## src/rtl/party_color_sequencer.sv

```systemverilog
// Party colour sequencer: picks the alive/dead colour pair fed to the
// renderer. Static schemes follow colorSwitch; party mode cycles through a
// pseudo-random palette. Every colour change lands on a frame boundary.
//
// Handshake note: gen_tick and frame_done are single-cycle strobes with no
// back-pressure. A strobe is consumed on the rising edge that samples it high.
// pending is a level that says "a new pair is armed and the next frame_done
// will commit it".
module party_color_sequencer #(
    parameter int          NUM_COLORS = 10,
    parameter int          HOLD_GENS  = 8,
    parameter logic [15:0] LFSR_SEED  = 16'hACE1
) (
    input  logic        clk,
    input  logic        reset,
    input  logic        partySwitch,
    input  logic        colorSwitch,
    input  logic        gen_tick,
    input  logic        frame_done,
    output logic [23:0] alive,
    output logic [23:0] dead,
    output logic [3:0]  color_idx,
    output logic        pending,
    output logic [1:0]  dbg_state
);

    localparam logic [1:0] ST_STATIC = 2'd0;
    localparam logic [1:0] ST_PICK   = 2'd1;
    localparam logic [1:0] ST_ARMED  = 2'd2;
    localparam logic [1:0] ST_HOLD   = 2'd3;

    // A zero seed would lock the LFSR, so it is replaced.
    localparam logic [15:0] SEED = (LFSR_SEED == 16'h0000) ? 16'h0001 : LFSR_SEED;

    // Dwell must be able to hold HOLD_GENS so it can saturate without wrapping.
    localparam int            DW         = $clog2(HOLD_GENS + 1);
    localparam logic [DW-1:0] DWELL_LAST = DW'(HOLD_GENS - 1);
    localparam logic [DW-1:0] DWELL_MAX  = '1;

    localparam logic [23:0] PARTY_DEAD = 24'h808080;

    logic          r_psw_meta;
    logic          r_psw;
    logic          r_csw_meta;
    logic          r_csw;
    logic [15:0]   r_lfsr;
    logic [1:0]    r_state;
    logic [23:0]   r_alive;
    logic [23:0]   r_dead;
    logic [3:0]    r_color_idx;
    logic [3:0]    r_next_idx;
    logic          r_has_party;
    logic [DW-1:0] r_dwell;

    logic [23:0]   w_tgt_alive;
    logic [23:0]   w_tgt_dead;
    logic          w_static_diff;
    logic [3:0]    w_cand;
    logic          w_cand_ok;

    function automatic logic [23:0] f_palette(input logic [3:0] idx);
        case (idx)
            4'd0:    f_palette = 24'hFF6EC7;
            4'd1:    f_palette = 24'h808000;
            4'd2:    f_palette = 24'hA8FF00;
            4'd3:    f_palette = 24'hFFD300;
            4'd4:    f_palette = 24'h00FFFF;
            4'd5:    f_palette = 24'hB300FF;
            4'd6:    f_palette = 24'h00FF00;
            4'd7:    f_palette = 24'hFF00FF;
            4'd8:    f_palette = 24'hFF6600;
            4'd9:    f_palette = 24'hFF3333;
            default: f_palette = 24'h000000;
        endcase
    endfunction

    // Two-flop synchronisers for the asynchronous switches.
    always_ff @(posedge clk or posedge reset) begin
        if (reset) begin
            r_psw_meta <= 1'b0;
            r_psw      <= 1'b0;
            r_csw_meta <= 1'b0;
            r_csw      <= 1'b0;
        end else begin
            r_psw_meta <= partySwitch;
            r_psw      <= r_psw_meta;
            r_csw_meta <= colorSwitch;
            r_csw      <= r_csw_meta;
        end
    end

    // Free-running Galois LFSR (taps 16,14,13,11), stepping every clock.
    always_ff @(posedge clk or posedge reset) begin
        if (reset) begin
            r_lfsr <= SEED;
        end else begin
            r_lfsr <= {1'b0, r_lfsr[15:1]} ^ (r_lfsr[0] ? 16'hB400 : 16'h0000);
        end
    end

    // Static target pair, candidate acceptance and the pending flag.
    always_comb begin
        w_tgt_alive   = r_csw ? 24'h00FF00 : 24'hFF0000;
        w_tgt_dead    = r_csw ? 24'hFF0000 : 24'h0000FF;
        w_static_diff = (w_tgt_alive != r_alive) || (w_tgt_dead != r_dead);
        w_cand        = r_lfsr[3:0];
        // Repeat exclusion only matters once a party colour is on screen.
        w_cand_ok     = (int'(w_cand) < NUM_COLORS) &&
                        !(r_has_party && (w_cand == r_color_idx));
        pending       = (r_state == ST_ARMED) ||
                        ((r_state == ST_STATIC) && !r_psw && w_static_diff);
    end

    // Mode FSM; committed colours only change on a sampled frame_done.
    always_ff @(posedge clk or posedge reset) begin
        if (reset) begin
            r_state     <= ST_STATIC;
            r_alive     <= 24'hFF0000;
            r_dead      <= 24'h0000FF;
            r_color_idx <= 4'd0;
            r_next_idx  <= 4'd0;
            r_has_party <= 1'b0;
            r_dwell     <= '0;
        end else begin
            case (r_state)
                ST_STATIC: begin
                    if (r_psw) begin
                        r_state <= ST_PICK;
                    end else if (frame_done && w_static_diff) begin
                        r_alive     <= w_tgt_alive;
                        r_dead      <= w_tgt_dead;
                        r_color_idx <= 4'd0;
                        r_has_party <= 1'b0;
                    end
                end
                ST_PICK: begin
                    if (!r_psw) begin
                        r_state <= ST_STATIC;
                    end else if (w_cand_ok) begin
                        r_next_idx <= w_cand;
                        r_state    <= ST_ARMED;
                    end
                end
                ST_ARMED: begin
                    if (!r_psw) begin
                        r_state <= ST_STATIC;
                    end else if (frame_done) begin
                        r_alive     <= f_palette(r_next_idx);
                        r_dead      <= PARTY_DEAD;
                        r_color_idx <= r_next_idx;
                        r_has_party <= 1'b1;
                        r_dwell     <= '0;
                        r_state     <= ST_HOLD;
                    end
                end
                ST_HOLD: begin
                    if (!r_psw) begin
                        r_state <= ST_STATIC;
                    end else if (gen_tick) begin
                        if (r_dwell != DWELL_MAX) begin
                            r_dwell <= r_dwell + 1'b1;
                        end
                        if (r_dwell == DWELL_LAST) begin
                            r_state <= ST_PICK;
                        end
                    end
                end
                default: r_state <= ST_STATIC;
            endcase
        end
    end

    assign alive     = r_alive;
    assign dead      = r_dead;
    assign color_idx = r_color_idx;
    assign dbg_state = r_state;

endmodule
```

## config.mk

```make
export PLATFORM = sky130hd
export DESIGN_NAME = party_color_sequencer
export DESIGN_NICKNAME = d
export VERILOG_FILES = /design/src/rtl/party_color_sequencer.sv
export SDC_FILE = /design/constraint.sdc
export NUM_CORES = 1
export LEC_CHECK = 0
export BUFFER_PORTS_ARGS = -buffer_cell sky130_fd_sc_hd__buf_2
export CORE_MARGIN = 2
export CORE_UTILIZATION = 35
export DETAILED_ROUTE_END_ITERATION = 16
export HOLD_SLACK_MARGIN = 0.06
export PLACE_DENSITY = 0.55
export SETUP_SLACK_MARGIN = 0.05
export SYNTH_ARGS = -nofsm -noshare
export SYNTH_HDL_FRONTEND = slang
export SYNTH_SLANG_ARGS = --single-unit
```

## constraint.sdc

```tcl
create_clock -name clk -period 2.79 [get_ports clk]
set_input_delay 0.1395 -clock clk [delete_from_list [all_inputs] [get_ports clk]]
set_output_delay 0.1395 -clock clk [all_outputs]
set_load 0.02 [all_outputs]
```

### Yosys cells after proc, flatten, opt, wreduce, memory -nomap -nowiden

Memories as Yosys holds them, arrays and structs flattened.
Index checks and enable logic that the tools add are counted.

| word-level totals | value |
|---|---|
| bits in registers | 83 |
| bits in read-only memories | 384 |
| word-level logic and storage cells | 90 |
| memories | 1 |

Memories:

| memory | depth | width | read ports | clocked after Yosys merged registers in | write ports | line | text |
|---|---|---|---|---|---|---|---|
| (name not given) | 16 | 24 | 1 | 0 | 0 | 62 | `case (idx)` |

| cells by class | value |
|---|---|
| add/sub/neg operators | 1 |
| $lt $le $gt $ge | 1 |
| eq/ne operators | 20 |
| multiplexer cells | 38 |
| bitwise gates (word level) | 1 |
| reductions and logical operators | 16 |

Operators by type and width:

| kind | number |
|---|---|
| 24-bit two-way mux | 10 |
| 24-bit case mux with 2 select lines | 2 |
| 24-bit != test | 2 |
| 4-bit two-way mux | 9 |
| 16-bit two-way mux | 1 |
| 2-bit two-way mux | 8 |
| 4-bit case mux with 2 select lines | 2 |
| 15-bit by 16-bit bitwise XOR with 16-bit output | 1 |
| 2-bit != test, second input constant | 7 |
| 3-bit != test, second input constant | 4 |
| 5-bit AND reduction | 2 |
| 2-bit case mux with 4 select lines | 1 |
| 6-bit AND reduction | 1 |
| 1-bit logical AND | 5 |
| 4-bit by 1-bit adder with 4-bit output, second input constant | 1 |
| 2-bit equality test, second input constant | 2 |
| 4-bit by 3-bit equality test with 1-bit output, second input constant | 1 |
| 4-bit equality test | 1 |
| 4-bit < comparator, second input constant | 1 |
| 1-bit two-way mux | 4 |
| 4-bit != test, second input constant | 1 |
| 2-bit nonzero test | 2 |
| 3-bit AND reduction | 1 |
| 2-bit by 1-bit equality test with 1-bit output, second input constant | 1 |
| 5 further kinds | 7 |

### Logic depth before layout (Yosys ltp)

| logic depth | value |
|---|---|
| depth in word-level cells | 7 |
| depth in mapped cells | 7 |
| gate-level depth less buffers | 7 |

### Worst setup path after synthesis

OpenSTA, ideal clock, no wires.

| timing | value |
|---|---|
| path type | reg2reg |
| start point | reg r_alive[20] (netlist: alive[20]) |
| end point | reg r_alive[10] (netlist: alive[10]) |
| library setup time | 0.125 ns |
| arrival | 2.275 ns |
| data required time | 2.665 ns |
| path slack | 0.390 ns |
| cell stages (with the launch flop) | 7 |
| path buffers | 1 |
| cell sequence | dfstp_2 -> or4bb_1 -> nor4_4 -> o221ai_4 -> o21ai_4 -> buf_12 -> mux2_4 |

| on the way | value |
|---|---|
| longest elaborated chain between the ends | 5 |

Ends and longest elaborated chain:

| element | line | text |
|---|---|---|
| start, declared | 48 | `logic [23:0] r_alive;` |
| start signal, assigned | 130 | `r_alive <= w_tgt_alive;` |
| start signal, assigned | 148 | `r_alive <= f_palette(r_next_idx);` |
| 24-bit != test | 105 | `w_static_diff = (w_tgt_alive != r_alive) \|\| (w_tgt_dead != r_dead);` |
| 1-bit logical OR | 105 |  |
| 1-bit logical AND | 129 | `end else if (frame_done && w_static_diff) begin` |
| 2-bit by 1-bit != test with 1-bit output (no line) | -- |  |
| 5-bit AND reduction (no line) | -- |  |

Every way passes these cells.
A chain may end at the register's enable or synchronous reset.

### Worst setup path after layout

| timing | value |
|---|---|
| start point | reg r_alive[20] (netlist: alive[20]) |
| end point | out pending |

| on the way | value |
|---|---|
| longest elaborated chain between the ends | 4 |

Ends and longest elaborated chain:

| element | line | text |
|---|---|---|
| 24-bit != test | 105 |  |
| 1-bit logical OR | 105 |  |
| 1-bit logical AND | 111 | `((r_state == ST_STATIC) && !r_psw && w_static_diff);` |
| 1-bit logical OR | 110 | `pending = (r_state == ST_ARMED) \|\|` |
| end, declared | 23 | `output logic pending,` |

Every way passes these cells.

==> results.cfg <==
[route]
wl_per_cell_um = 13.7
antenna_left = 0
drc = 0
vias = 1908
drt_iter0_drc = 135
vias_per_cell = 4.83
dr.pass1.iters = 4
wirelength_um = 5420

[floorplanning]
rows = 32
die_x_um = 93.1
ioPinCount = 61
die-height_um = 93.1
die-area_sq_um = 8670
core_sq_um = 7730
initial_core_util = 0.360

[yosys]
ys.flop_type = dfrtp_1
synthCells = 257
synth_cell_types = 43
synth_edf_count = 0
seq_area_frac_synth = 0.502
async_reset_ff_frac = 1.00
syn-cell-area_sq_um = 2780
ys_seq_elements = 55
synth.most_common_cell = dfrtp_1
synth_area_per_cell_sq_um = 10.8
synth.area.top_cells = dfrtp_1 (36%), dfstp_2 (14%), buf_4 (7.6%)
ys_top_cells_by_count = dfrtp_1 (40), buf_4 (28), nor2_1 (21)
synth_warnings = 0
synth_top_area_frac = 0.360
yosysTopAreaCell = dfrtp_1

[worst_setup_path]
cp_data_required_time_ns = 2.65
end_kind = output pin
path_class = reg2out
cp.arrival_ns = 2.25
setup.worst_path.start_class = register
reg2regPathDepth = 6
cp_max_fo = 9

[sta]
setup_violations = 0
post-route-period-util = 0.857
max_freq_mhz = 418
rsz0062_at_grt = no
period_needed_ns = 2.39
fin_skew_ns = 0.00545
drv_slew = 0
final_hold_viol_count = 0
timing.setup.tns_ns = 0

[cells_and_area]
drive_above_1_share = 0.341
seqCellArea_sq_um = 1400
nNetsFinal = 304
antenna_cells = 0
fillers = 779
stdcell_area_sq_um = 3100
synthToLayoutAreaGrowth_pct = 11.6
multiInputGateArea_sq_um = 1110

[grt]
grt_first_pass_wirelength_um = 9040
met3_usage = 0.0274
grt_max_degree = 39
grt_pass1_vias = 1803
use_met1 = 0.192
overflow = 0
track_usage = 0.133
antenna_found_initial = 0
grt.busiest_layer = met2
use_met2 = 0.202

[placement]
numPortBuffers = 53
placed_area_sq_um = 2970
gp_congestion = 0.752
dp_hpwl_um = 4010

[pwr]
p_sw_frac = 0.422
power_density_nw_per_um2 = 888
p_seq_frac = 0.434
p_int_uw = 1590
peakVddDrop_uv = 280
comb_power_share = 0.395
clkPwrFrac = 0.171
p_sw_uw = 1160
leakagePower_uw = 0.00151

[clock_tree]
clock_latency_ns = 0.31
cts_setup_buffers = 0
cts_buffers = 5
htreeDepth = 2
cts_tree = built
clk_path_buf_depth = 2
clock-sinks = 55
clock-root-buffer = clkbuf_8
clk_pin_slew_ns = 0.11

[status]
status = finished, final reports clean

[job]
drv_cap = 0

[min_path]
hold_depth = 3
holdCritPathClass = in2reg
-- cell families after synthesis --
group / count (synthesis) / share of synthesized area
simple gates: 68 / 0.137
fa+ha+maj: 6 / 0.0270
buf+inv: 48 / 0.108
other cells: 1 / 0.00135
mux: 17 / 0.0711
compound gates: 51 / 0.118
xor+xnor: 11 / 0.0347
flops: 55 / 0.502
-- critical path: stages (launching register included) --
cell and delay [ns]:
dfstp_2 0.57, or4bb_1 0.53, nor4_4 0.20, o221ai_4 0.17
buf_4 0.20, nand2_1 0.06, nand2_1 0.04, buf_2 0.17
-- flip-flops by register name, indices dropped and copies added (netlist names) --
name and cells:
alive 16, color_idx 4, dbg_state 2, dead 5, r_csw 1, r_csw_meta 1, r_dwell 4, r_lfsr 16
r_next_idx 4, r_psw 1, r_psw_meta 1
-- per-stage QoR --
stage	total power, uW	instances	worst slack (ns)	hold WS, ns	utilization
floorplan	2120	263	0.390	0.171	-
global placement	2300	384	0.501	0.139	0.385
detailed placement	2320	384	0.480	0.139	0.385
CTS	2790	395	0.371	0.172	0.401
global route	2940	395	0.302	0.236	0.401
finish	2750	395	0.398	0.180	0.401
-- cell usage in the layout, fill, tap and decap left out, types with 6 or more instances in the layout --
cell type and n:
dfstp_2 15, inv_1 9, dfrtp_1 40, xor2_1 6
buf_2 53, conb_1 7, o21ai_0 14, nand2_1 14
mux2_2 10, ha_1 6, nor2_1 21, a21oi_1 20
-- area by class of cell --
type                    instances  share of cell area
clock buffers                   5              0.0222
clock inverters                 3             0.00928
inverters                      10              0.0121
multi-input cells             160               0.357
flip-flops and latches         55               0.450
well taps                     102              0.0411
repair buffers                 60               0.109
-- path summary, 6_finish.rpt --
| kind | slack (ns) | start | end |
|---|---|---|---|
| min in group asynchronous | 0.33 | reset | r_lfsr[8] |
| max in group asynchronous | 1.63 | reset | dead[6] |
| max | 0.40 | alive[20] | pending |
| min reg2reg | 0.36 | r_psw_meta | r_psw |
| max reg2reg | 0.49 | alive[20] | alive[12] |
| min | 0.18 | frame_done | dbg_state[0] |
-- power by group through the flow --
stage / clock, uW / combinational, uW / sequential, uW
final: 471 / 1090 / 1190
after global routing: 526 / 1180 / 1240
after CTS: 486 / 1110 / 1200
after detailed placement: 0 / 1100 / 1220
after global placement: 0 / 1100 / 1210
after floorplan: 0 / 770 / 1350
-- layer usage --
metal  vias up  wire length (um)
li1        928                 -
met1       920              2650
met2        58              2500
met3         2               240
met4         0                29
met5         -                 0
-- timing repair --
| action | 4_1_cts | 5_1_grt |
|---|---|---|
| endpoints found under the setup margin | 0 | 0 |
| hold buffers | 3 | 0 |
| endpoints found under the hold margin | 14 | 0 |
| resized for setup | 0 | 0 |
Note: power is estimated with default switching activity, not from simulation.
